--- src/rtl/uart_rx_fifo.sv ---
// UART receive front end: 2-flop line synchroniser, 8-bit deframer with optional
// parity, and a first-word-fall-through character FIFO on a valid/ready stream.
module uart_rx_fifo #(
   parameter int CLK_FREQ = 50_000_000,
   parameter int BAUD     = 115200,
   parameter int PARITY   = 0,
   parameter int FIFO_AW  = 2
) (
   input  logic             clk,
   input  logic             rst,
   input  logic             uart_rx,
   output logic [7:0]       rx_data,
   output logic             rx_valid,
   input  logic             rx_ready,
   output logic             frame_err,
   output logic             parity_err,
   output logic             overrun,
   output logic [FIFO_AW:0] fifo_level
);

   localparam int DIV   = CLK_FREQ / BAUD;
   localparam int HALF  = DIV / 2;
   localparam int CW    = (DIV > 1) ? $clog2(DIV) : 1;
   localparam int DEPTH = 2 ** FIFO_AW;

   typedef enum logic [2:0] {S_IDLE, S_START, S_DATA, S_PARITY, S_STOP} state_e;

   logic [1:0]         sync_q;
   logic               rxs_prev_q;
   logic               rxs;
   logic               rx_fall;

   state_e             state_q;
   logic [CW-1:0]      cnt_q;
   logic [2:0]         bit_q;
   logic [7:0]         shift_q;
   logic               par_bad_q;
   logic               frame_err_q;
   logic               parity_err_q;
   logic               cnt_zero;

   logic [7:0]         mem_q [DEPTH];
   logic [FIFO_AW-1:0] wr_ptr_q;
   logic [FIFO_AW-1:0] rd_ptr_q;
   logic [FIFO_AW:0]   count_q;
   logic [FIFO_AW:0]   count_d;
   logic [7:0]         last_q;
   logic               overrun_q;
   logic               stop_hit;
   logic               char_ok;
   logic               full;
   logic               push;
   logic               pop;

   // Sync flops preset to 1 so reset looks like an idle line, not a start edge.
   always_ff @(posedge clk or posedge rst) begin
      if (rst) begin
         sync_q     <= 2'b11;
         rxs_prev_q <= 1'b1;
      end else begin
         // NOTE: non-blocking assignments let every flop sample the pre-edge value.
         sync_q     <= {sync_q[0], uart_rx};
         rxs_prev_q <= sync_q[1];
      end
   end

   assign rxs      = sync_q[1];
   assign rx_fall  = rxs_prev_q & ~rxs;
   assign cnt_zero = (cnt_q == '0);

   always_ff @(posedge clk or posedge rst) begin
      if (rst) begin
         state_q      <= S_IDLE;
         cnt_q        <= '0;
         bit_q        <= '0;
         shift_q      <= '0;
         par_bad_q    <= 1'b0;
         frame_err_q  <= 1'b0;
         parity_err_q <= 1'b0;
      end else begin
         frame_err_q  <= 1'b0;
         parity_err_q <= 1'b0;
         case (state_q)
            S_IDLE: begin
               // A held-low break produces no new falling edge, so we re-arm only after rxs returns high.
               if (rx_fall) begin
                  state_q   <= S_START;
                  cnt_q     <= CW'(HALF - 1);
                  par_bad_q <= 1'b0;
               end
            end
            S_START: begin
               if (cnt_zero) begin
                  if (!rxs) begin
                     state_q <= S_DATA;
                     cnt_q   <= CW'(DIV - 1);
                     bit_q   <= '0;
                  end else begin
                     state_q <= S_IDLE;
                  end
               end else begin
                  cnt_q <= cnt_q - 1'b1;
               end
            end
            S_DATA: begin
               if (cnt_zero) begin
                  shift_q <= {rxs, shift_q[7:1]};
                  cnt_q   <= CW'(DIV - 1);
                  bit_q   <= bit_q + 3'd1;
                  if (bit_q == 3'd7) begin
                     state_q <= (PARITY != 0) ? S_PARITY : S_STOP;
                  end
               end else begin
                  cnt_q <= cnt_q - 1'b1;
               end
            end
            S_PARITY: begin
               if (cnt_zero) begin
                  // Odd parity wants an odd count of ones across data plus parity bit.
                  par_bad_q <= ((^{shift_q, rxs}) != (PARITY == 1));
                  cnt_q     <= CW'(DIV - 1);
                  state_q   <= S_STOP;
               end else begin
                  cnt_q <= cnt_q - 1'b1;
               end
            end
            S_STOP: begin
               if (cnt_zero) begin
                  frame_err_q  <= ~rxs;
                  parity_err_q <= par_bad_q;
                  state_q      <= S_IDLE;
               end else begin
                  cnt_q <= cnt_q - 1'b1;
               end
            end
            default: state_q <= S_IDLE;
         endcase
      end
   end

   assign stop_hit = (state_q == S_STOP) && cnt_zero;
   assign char_ok  = stop_hit & rxs & ~par_bad_q;
   assign full     = (count_q == (FIFO_AW + 1)'(DEPTH));
   assign pop      = rx_valid & rx_ready;
   assign push     = char_ok & (~full | pop);

   always_comb begin
      // NOTE: default assignment first keeps this block free of inferred latches.
      count_d = count_q;
      case ({push, pop})
         2'b10:   count_d = count_q + (FIFO_AW + 1)'(1);
         2'b01:   count_d = count_q - (FIFO_AW + 1)'(1);
         default: count_d = count_q;
      endcase
   end

   // NOTE: character storage is not reset; rx_data shows last_q whenever the FIFO is empty.
   always_ff @(posedge clk) begin
      if (push) begin
         mem_q[wr_ptr_q] <= shift_q;
      end
   end

   always_ff @(posedge clk or posedge rst) begin
      if (rst) begin
         wr_ptr_q  <= '0;
         rd_ptr_q  <= '0;
         count_q   <= '0;
         last_q    <= '0;
         overrun_q <= 1'b0;
      end else begin
         count_q   <= count_d;
         overrun_q <= char_ok & full & ~pop;
         if (push) begin
            wr_ptr_q <= wr_ptr_q + 1'b1;
         end
         if (pop) begin
            rd_ptr_q <= rd_ptr_q + 1'b1;
            last_q   <= mem_q[rd_ptr_q];
         end
      end
   end

   assign rx_valid   = (count_q != '0);
   assign rx_data    = rx_valid ? mem_q[rd_ptr_q] : last_q;
   assign fifo_level = count_q;
   assign frame_err  = frame_err_q;
   assign parity_err = parity_err_q;
   assign overrun    = overrun_q;

endmodule

--- config.mk ---
export PLATFORM = sky130hd
export DESIGN_NAME = uart_rx_fifo
export DESIGN_NICKNAME = d
export VERILOG_FILES = /design/src/rtl/uart_rx_fifo.sv
export SDC_FILE = /design/constraint.sdc
export NUM_CORES = 1
export LEC_CHECK = 0
export BUFFER_PORTS_ARGS = -buffer_cell sky130_fd_sc_hd__buf_4
export CAP_MARGIN = 20
export CORE_ASPECT_RATIO = 2
export CORE_MARGIN = 10
export CORE_UTILIZATION = 65
export CTS_CLUSTER_SIZE = 25
export DETAILED_ROUTE_END_ITERATION = 8
export PLACE_DENSITY_LB_ADDON = 0.15
export SLEW_MARGIN = 20
export SYNTH_ARGS = -nofsm -noshare
export SYNTH_HDL_FRONTEND = slang
export SYNTH_SLANG_ARGS = --single-unit
--- constraint.sdc ---
create_clock -name clk -period 3.4 [get_ports clk]
set_input_delay 0.34 -clock clk [delete_from_list [all_inputs] [get_ports clk]]
set_output_delay 0.34 -clock clk [all_outputs]
set_load 0.005 [all_outputs]
==> reports/summary.log, run 1 <==
qor: grt.number_of_global_route_vias_before_repair 2233
qor: yosys.yosys.cell_types.count 49
qor: yosys.synthesis.nets 286
qor: clocking.cts_hold_buf 0
qor: timing.worstMarginPinSlew 964.1 ps
qor: yosys.synthDominantAreaCellType dfrtp_1
qor: timing.total_negative_setup_slack 0 ps
qor: clocking.clk_path_buf_depth 2
qor: worst_hold_path.timing.hold.worst.class input port to flip-flop
qor: worst_setup_path.critPathMaxFanout 12
qor: grt.grt_pass1_wl 10810 µm
qor: detailed_routing.totalWireLength 6408 µm
qor: worst_setup_path.rrSetupSlack 670 ps
qor: worst_setup_path.reg2regPathDepth 6
qor: final_layout.layout.nets 305
qor: worst_hold_path.min_delay_path_depth 1
qor: floorplan.core-area 5373 µm²
qor: detailed_routing.antenna_left 0
qor: timing.setup_repair_after_global_routing_missed_its_margin false
qor: yosys.mappedNetlistArea 3540 µm²
qor: clocking.quantity_of_gates_resized_following_cts 0
qor: detailed_routing.route.detailed.drc 0
qor: yosys.netlist.area_leader.share 29.69%
qor: final_layout.flow.area_growth_from_synthesis 9.933%
qor: detailed_routing.drc_marker_count_from_the_first_detailed_route_iteration 66
qor: worst_setup_path.critical_path_buf_inv_count 1
qor: pwr.powerDensity 693.7 nW/µm²
qor: yosys.syn_inst 273
qor: pwr.cellLeakagePower 1.638 nW
qor: place.io_buffer_count 18
qor: clocking.cts_setup_buffers 0
qor: worst_setup_path.worst_path_top_cell_family_by_delay simple AND/OR/NAND/NOR gates
qor: worst_setup_path.crit_slowest_cell or4_1
qor: final_layout.nFillCells 363
qor: worst_setup_path.reg_to_reg_critical_path_endpoint shift_q[5]$_DFFE_PP0P_
qor: worst_hold_path.hold_end sync_q[0]$_DFF_PP1_
qor: place.hpwlAfterDp 4649 µm
qor: job.timing.max_cap.violations 0
qor: final_layout.post-route-util 72.43%
qor: grt.grt_overflow 0
qor: yosys.dominantRegCellSynth dfrtp_1
qor: final_layout.insertedDiodeCount 0
qor: floorplan.die_width 72.18 µm
qor: yosys.synth_seq_cells 77
qor: pwr.ir_drop 0.5824 mV
qor: yosys.post-synth-top-count-cell dfrtp_1
qor: worst_setup_path.crit_type flip-flop to flip-flop
qor: detailed_routing.wl_per_cell 17.95 µm
qor: timing.hold-worst-slack 105.5 ps
qor: worst_setup_path.critical_path.cell_chain inv_1 -> ha_1 -> nor4b_2 -> nand2_1 -> or4_1 -> mux2_4
qor: timing.min_period 2733 ps
qor: worst_setup_path.timing.critical_path.required 3620 ps
qor: worst_setup_path.crit-reg2reg-launch cnt_q[0]$_DFFE_PP0P_
qor: floorplan.rows 38
qor: yosys.seq_area_frac_synth 59.07%
qor: grt.grt_start_max_net_pins 46
qor: clocking.cts_htree_levels 3
qor: clocking.cts_root_buffer clkbuf_8
qor: worst_setup_path.worst_path_largest_cell_delay 770 ps
qor: place.gp_congestion 0.8378
qor: floorplan.initial_utilization 65.88%
qor: timing.setup_violations 0
qor: timing.fmax 365.9 MHz
qor: yosys.post_synth_most_frequent_cells 42 x dfrtp_1, 35 x nand2_1, 32 x edfxtp_1
qor: status.run_status complete, no violations
qor: floorplan.die_area 8976 µm²
qor: clocking.cts_tree built
qor: yosys.synth_enable_flop_cells 32
qor: floorplan.io_pins 19
qor: yosys.ranking_of_synthesized_cells_by_area dfrtp_1 30%, edfxtp_1 27%, mux4_2 5.1%
qor: final_layout.drive_above_1_share 21.21%
qor: timing.max_slew_margin 35.63%
qor: worst_hold_path.hold_path.startpoint uart_rx
qor: worst_setup_path.timing.critical_path.from_type flip-flop
qor: yosys.avgSynthCellArea 12.97 µm²
qor: timing.final_hold_viol_count 0
qor: clocking.worst_setup_hold_path_clk_slew 80 ps
qor: yosys.synth-warning-count 0
qor: worst_setup_path.endpoint_kind flip-flop
qor: detailed_routing.detailroute.via_count 2115
qor: grt.global_route.usage.total 15.30%
qor: detailed_routing.detailedRoute.firstPassIterationCount 6
qor: timing.clock_skew 7.436 ps
qor: clocking.clock_buffers_created_by_tritoncts 9
qor: timing.timing_max_transition_violations_final 0
qor: detailed_routing.dr_vias_cell 5.924
qor: floorplan.die_y 124.4 µm
qor: clocking.insertion_delay 340 ps
qor: clocking.clock-sinks 77
qor: timing.min_period_over_period 80.38%
qor: grt.grt_antenna_before_repair 0
qor: yosys.fraction_of_registers_with_async_set_or_reset_after_synthesis 58.44%
qor: worst_setup_path.worstPathArrival 2960 ps
[logic make-up (layout without fill, tap and decap cells)]
logic type      Yosys count  count (layout)  synth area share (%)
flops                    77              77                 59.07
compound gates           40              40                 7.176
mux                      26              26                 11.59
buf+inv                  21              45                 2.580
xor+xnor                 15              15                 3.712
fa+ha+maj                 9               9                 3.394
simple gates             85              85                 12.48
[power by group]
part           switching (W)  total (W)  internal (W)
logic               0.000340   0.000775      0.000435
registers           0.000174    0.00127       0.00109
clock network       0.000305   0.000658      0.000353
[per-stage QoR]
stage               total power (W)  setup slack [ps]  area, µm²  cells
finish                     0.002699             667.1       3891    357
global route               0.002875             503.7       3891    357
floorplan                  0.001793              1333       3540    273
detailed placement         0.002062             734.6       3700    341
global placement           0.002027             849.5       3700    341
CTS                        0.002730             694.8       3891    357
[worst max-delay path by stage]
stage                                          from                   endpoint  slack (ps)  depth (start not counted)
after global routing           cnt_q[0]$_DFFE_PP0P_     shift_q[1]$_DFFE_PP0P_         500                          6
after detailed placement       cnt_q[0]$_DFFE_PP0P_     shift_q[5]$_DFFE_PP0P_         730                          6
final                          cnt_q[0]$_DFFE_PP0P_     shift_q[5]$_DFFE_PP0P_         670                          6
after global placement    fifo_level[0]$_DFFE_PP0P_  fifo_level[2]$_DFFE_PP0P_         850                          8
after CTS                      cnt_q[0]$_DFFE_PP0P_     shift_q[5]$_DFFE_PP0P_         690                          6
after floorplan                cnt_q[0]$_DFFE_PP0P_  fifo_level[2]$_DFFE_PP0P_        1330                         10
[layer usage]
metal / GRT usage (%) / up-vias / routed length, µm
met4: 7.904 / 0 / 157
met3: 4.226 / 14 / 224
li1: - / 1020 / -
met2: 27.88 / 42 / 3802
met5: 0 / - / 0
met1: 14.54 / 1039 / 2223
[layout make-up]
type / instances / area [µm²] / area share (%)
timing repair buffer: 18 / 135.1 / 3.473
sequential: 77 / 2091 / 53.73
tap: 60 / 75.07 / 1.929
inverter: 11 / 41.29 / 1.061
clock buffer: 11 / 141.4 / 3.633
multi-input combinational: 175 / 1358 / 34.89
clock inverter: 5 / 50.05 / 1.286
[state kept, by name, summed over array words and instances, names as in the netlist]
name        flops
overrun         1
rxs_prev_q      1
par_bad_q       1
mem_q          32
wr_ptr_q        2
fifo_level      3
last_q          8
frame_err       1
state_q         3
rd_ptr_q        2
shift_q         8
cnt_q           9
sync_q          2
parity_err      1
bit_q           3
[cells in the final DEF, fill, tap and decap left out, types with 8 or more instances in the layout]
cell / n
dfrtp_1: 42
nand2_1: 35
edfxtp_1: 32
buf_4: 18
xnor2_1: 14
nor2_1: 13
a21oi_1: 12
inv_1: 10
clkbuf_8: 10
o21ai_0: 9
mux4_2: 8
mux2_4: 8
mux2_2: 8
ha_1: 8
(Power assumes the default switching activity.)
==> run 2, diff against run 1 <==
--- a/config.mk
+++ b/config.mk
@@ -9,7 +9,7 @@
 export CAP_MARGIN = 20
 export CORE_ASPECT_RATIO = 2
 export CORE_MARGIN = 10
-export CORE_UTILIZATION = 65
+export CORE_UTILIZATION = 54
 export CTS_CLUSTER_SIZE = 25
 export DETAILED_ROUTE_END_ITERATION = 8
 export PLACE_DENSITY_LB_ADDON = 0.15
==> constraint.sdc (replaced) <==
create_clock -name clk -period 2.3 [get_ports clk]
set_input_delay 0.23 -clock clk [delete_from_list [all_inputs] [get_ports clk]]
set_output_delay 0.23 -clock clk [all_outputs]
set_load 0.005 [all_outputs]
==> reports/summary.log, run 2 (synthesis results as in run 1) <==
qor: pwr.power.share.combinational 27.4%
qor: timing.timing_max_transition_violations_final 0
qor: worst_setup_path.critical_path_buf_inv_count 2
qor: worst_setup_path.worstPathArrival 2430 ps
qor: detailed_routing.detailedRoute.firstPassIterationCount 4
qor: detailed_routing.drc_marker_count_from_the_first_detailed_route_iteration 139
qor: pwr.ir_drop 0.6771 mV
qor: timing.worstMarginPinSlew 554.9 ps
qor: final_layout.layout_commonest_cell dfrtp_1
qor: detailed_routing.wl_per_cell 16.92 µm
qor: worst_setup_path.critical_path.most_common_cell inv_1
qor: timing.total_negative_setup_slack 0 ps
qor: timing.max_slew_margin 62.74%
qor: final_layout.most_used_cells_in_the_layout_excluding_fill_and_tap_cells 42 x dfrtp_1, 35 x nand2_1, 34 x buf_4
qor: clocking.worst_setup_hold_path_clk_slew 60 ps
qor: job.timing.max_cap.violations 0
qor: worst_setup_path.worst_path_top_cell_family_by_delay simple AND/OR/NAND/NOR gates
qor: worst_setup_path.critical_path.cell_chain inv_1 -> ha_1 -> nor4b_4 -> nand4_1 -> and2_4 -> inv_1 -> fa_1 -> nor4_1 -> a21oi_1 -> xnor2_1
qor: pwr.intPower 0.003273 W
qor: timing.setup_repair_after_global_routing_missed_its_margin true
qor: pwr.p_sw_share 28.57%
qor: worst_setup_path.timing.critical_path.required 2510 ps
qor: grt.number_of_global_route_vias_before_repair 2343
qor: floorplan.die_y 134.5 µm
qor: floorplan.rows 41
qor: timing.final_hold_viol_count 0
qor: timing.clock_skew 3.216 ps
qor: status.run_status complete, no violations
qor: floorplan.core-area 6361 µm²
qor: final_layout.insertedDiodeCount 0
qor: floorplan.io_pins 19
qor: detailed_routing.antenna_left 0
qor: pwr.cellLeakagePower 1.802 nW
qor: grt.grt_pass1_wl 11310 µm
qor: worst_setup_path.worst_path_largest_cell_delay 390 ps
qor: pwr.clock_power_share 32.4%
qor: worst_setup_path.endpoint_kind flip-flop
qor: grt.grt_start_max_net_pins 20
qor: grt.grt_overflow 0
qor: clocking.clk_path_buf_depth 2
qor: timing.hold-worst-slack 356.4 ps
qor: clocking.insertion_delay 330 ps
qor: worst_hold_path.timing.hold.worst.class flip-flop to flip-flop
qor: timing.setup_violations 0
qor: worst_setup_path.timing.critical_path.from_type flip-flop
qor: worst_setup_path.crit_type flip-flop to flip-flop
qor: floorplan.initial_utilization 55.65%
qor: detailed_routing.totalWireLength 6785 µm
qor: pwr.fin_total_pwr 0.004581 W
qor: final_layout.largest_register_ff_count 32
qor: place.hpwlAfterDp 5035 µm
qor: final_layout.flow.area_growth_from_synthesis 18.77%
qor: pwr.seq_power_share 40.3%
qor: place.gp_congestion 0.8355
qor: place.post_place_worst_slack 37.51 ps
qor: timing.post-route-worst-setup-slack 81.91 ps
qor: place.io_buffer_count 18
qor: detailed_routing.detailroute.via_count 2191
qor: timing.fmax 450.8 MHz
qor: clocking.clock-sinks 77
qor: final_layout.drive_above_1_share 26.67%
qor: clocking.cts_tree built
qor: grt.global_route.usage.total 13.75%
qor: pwr.powerDensity 1090 nW/µm²
qor: final_layout.nFillCells 494
qor: floorplan.die_area 10390 µm²
qor: pwr.p_switching 0.001309 W
qor: final_layout.post-route-util 66.09%
qor: grt.grt_antenna_before_repair 0
qor: floorplan.die_width 77.25 µm
qor: clocking.clock_buffers_created_by_tritoncts 9
qor: clocking.cts_htree_levels 3
qor: clocking.cts_root_buffer clkbuf_16
qor: detailed_routing.route.detailed.drc 0
qor: worst_setup_path.crit_slowest_cell dfrtp_1
qor: worst_setup_path.critPathMaxFanout 4
qor: detailed_routing.dr_vias_cell 5.464
qor: final_layout.largest_registers mem_q: 32 flops, cnt_q: 9 flops
qor: clocking.cts_setup_buffers 0
qor: timing.min_period_over_period 96.44%
qor: final_layout.regMostFlops mem_q
qor: final_layout.layout.nets 323
qor: timing.min_period 2218 ps
## run 2: changes by cell type in the layout (fill, tap and decap cells not counted), sizes merged
cell,change
buf,+16
clkinv,-3
dlygate4sd3,+2
bufinv,+1
clkinvlp,+1
inv,+1
## run 2: path summary, 6_finish.rpt
check	from	endpoint	slack (ps)	depth (start not counted)
setup reg to reg	cnt_q[0]$_DFFE_PP0P_	fifo_level[2]$_DFFE_PP0P_	80	10
min in group asynchronous	rst	cnt_q[1]$_DFFE_PP0P_	420	3
hold / removal	sync_q[0]$_DFF_PP1_	sync_q[1]$_DFF_PP1_	360	0
setup / recovery	cnt_q[0]$_DFFE_PP0P_	fifo_level[2]$_DFFE_PP0P_	80	10
max in group asynchronous	rst	sync_q[1]$_DFF_PP1_	1250	4
hold reg to reg	sync_q[0]$_DFF_PP1_	sync_q[1]$_DFF_PP1_	360	0
## run 2: per-layer routing
metal,track usage [%],vias to the layer above,wire length [µm]
met5,0,-,0
met4,7.449,0,122
met3,3.125,9,195
met2,26.26,31,3990
met1,12.91,1099,2476
li1,-,1052,-
## run 2: power groups by stage
stage | clock network (W) | logic (W) | registers [W]
floorplan | 0 | 0.000883 | 0.00177
global placement | 0 | 0.00122 | 0.00185
detailed placement | 0 | 0.00125 | 0.00186
CTS | 0.00151 | 0.00126 | 0.00184
global route | 0.00157 | 0.00139 | 0.00188
finish | 0.00148 | 0.00125 | 0.00184
## run 2: cell type report
class	count	area [µm²]	area share, %
clock buffer	11	232.7	5.536
clock inverter	5	83.83	1.994
inverter	11	41.29	0.9821
multi-input combinational	175	1373	32.65
sequential	77	2091	49.73
tap	86	107.6	2.560
timing repair buffer	36	275.3	6.548
## run 2: repair_timing
item / CTS / global route
hold endpoints to repair: 13 / 0
hold buffers: 2 / 0
resized for setup: 0 / 5
setup endpoints to repair: 0 / 31
## run 2: metrics by stage
stage               cell area [µm²]  cells
floorplan                      3540    273
global placement               3852    383
detailed placement             3852    383
CTS                            4189    401
global route                   4204    401
finish                         4204    401
## run 2: worst reg2reg max path: stages (launching register included)
cell,delay [ps]
dfrtp_1,390
inv_1,110
ha_1,230
nor4b_4,140
nand4_1,150
and2_4,180
inv_1,50
fa_1,370
nor4_1,270
a21oi_1,80
xnor2_1,130
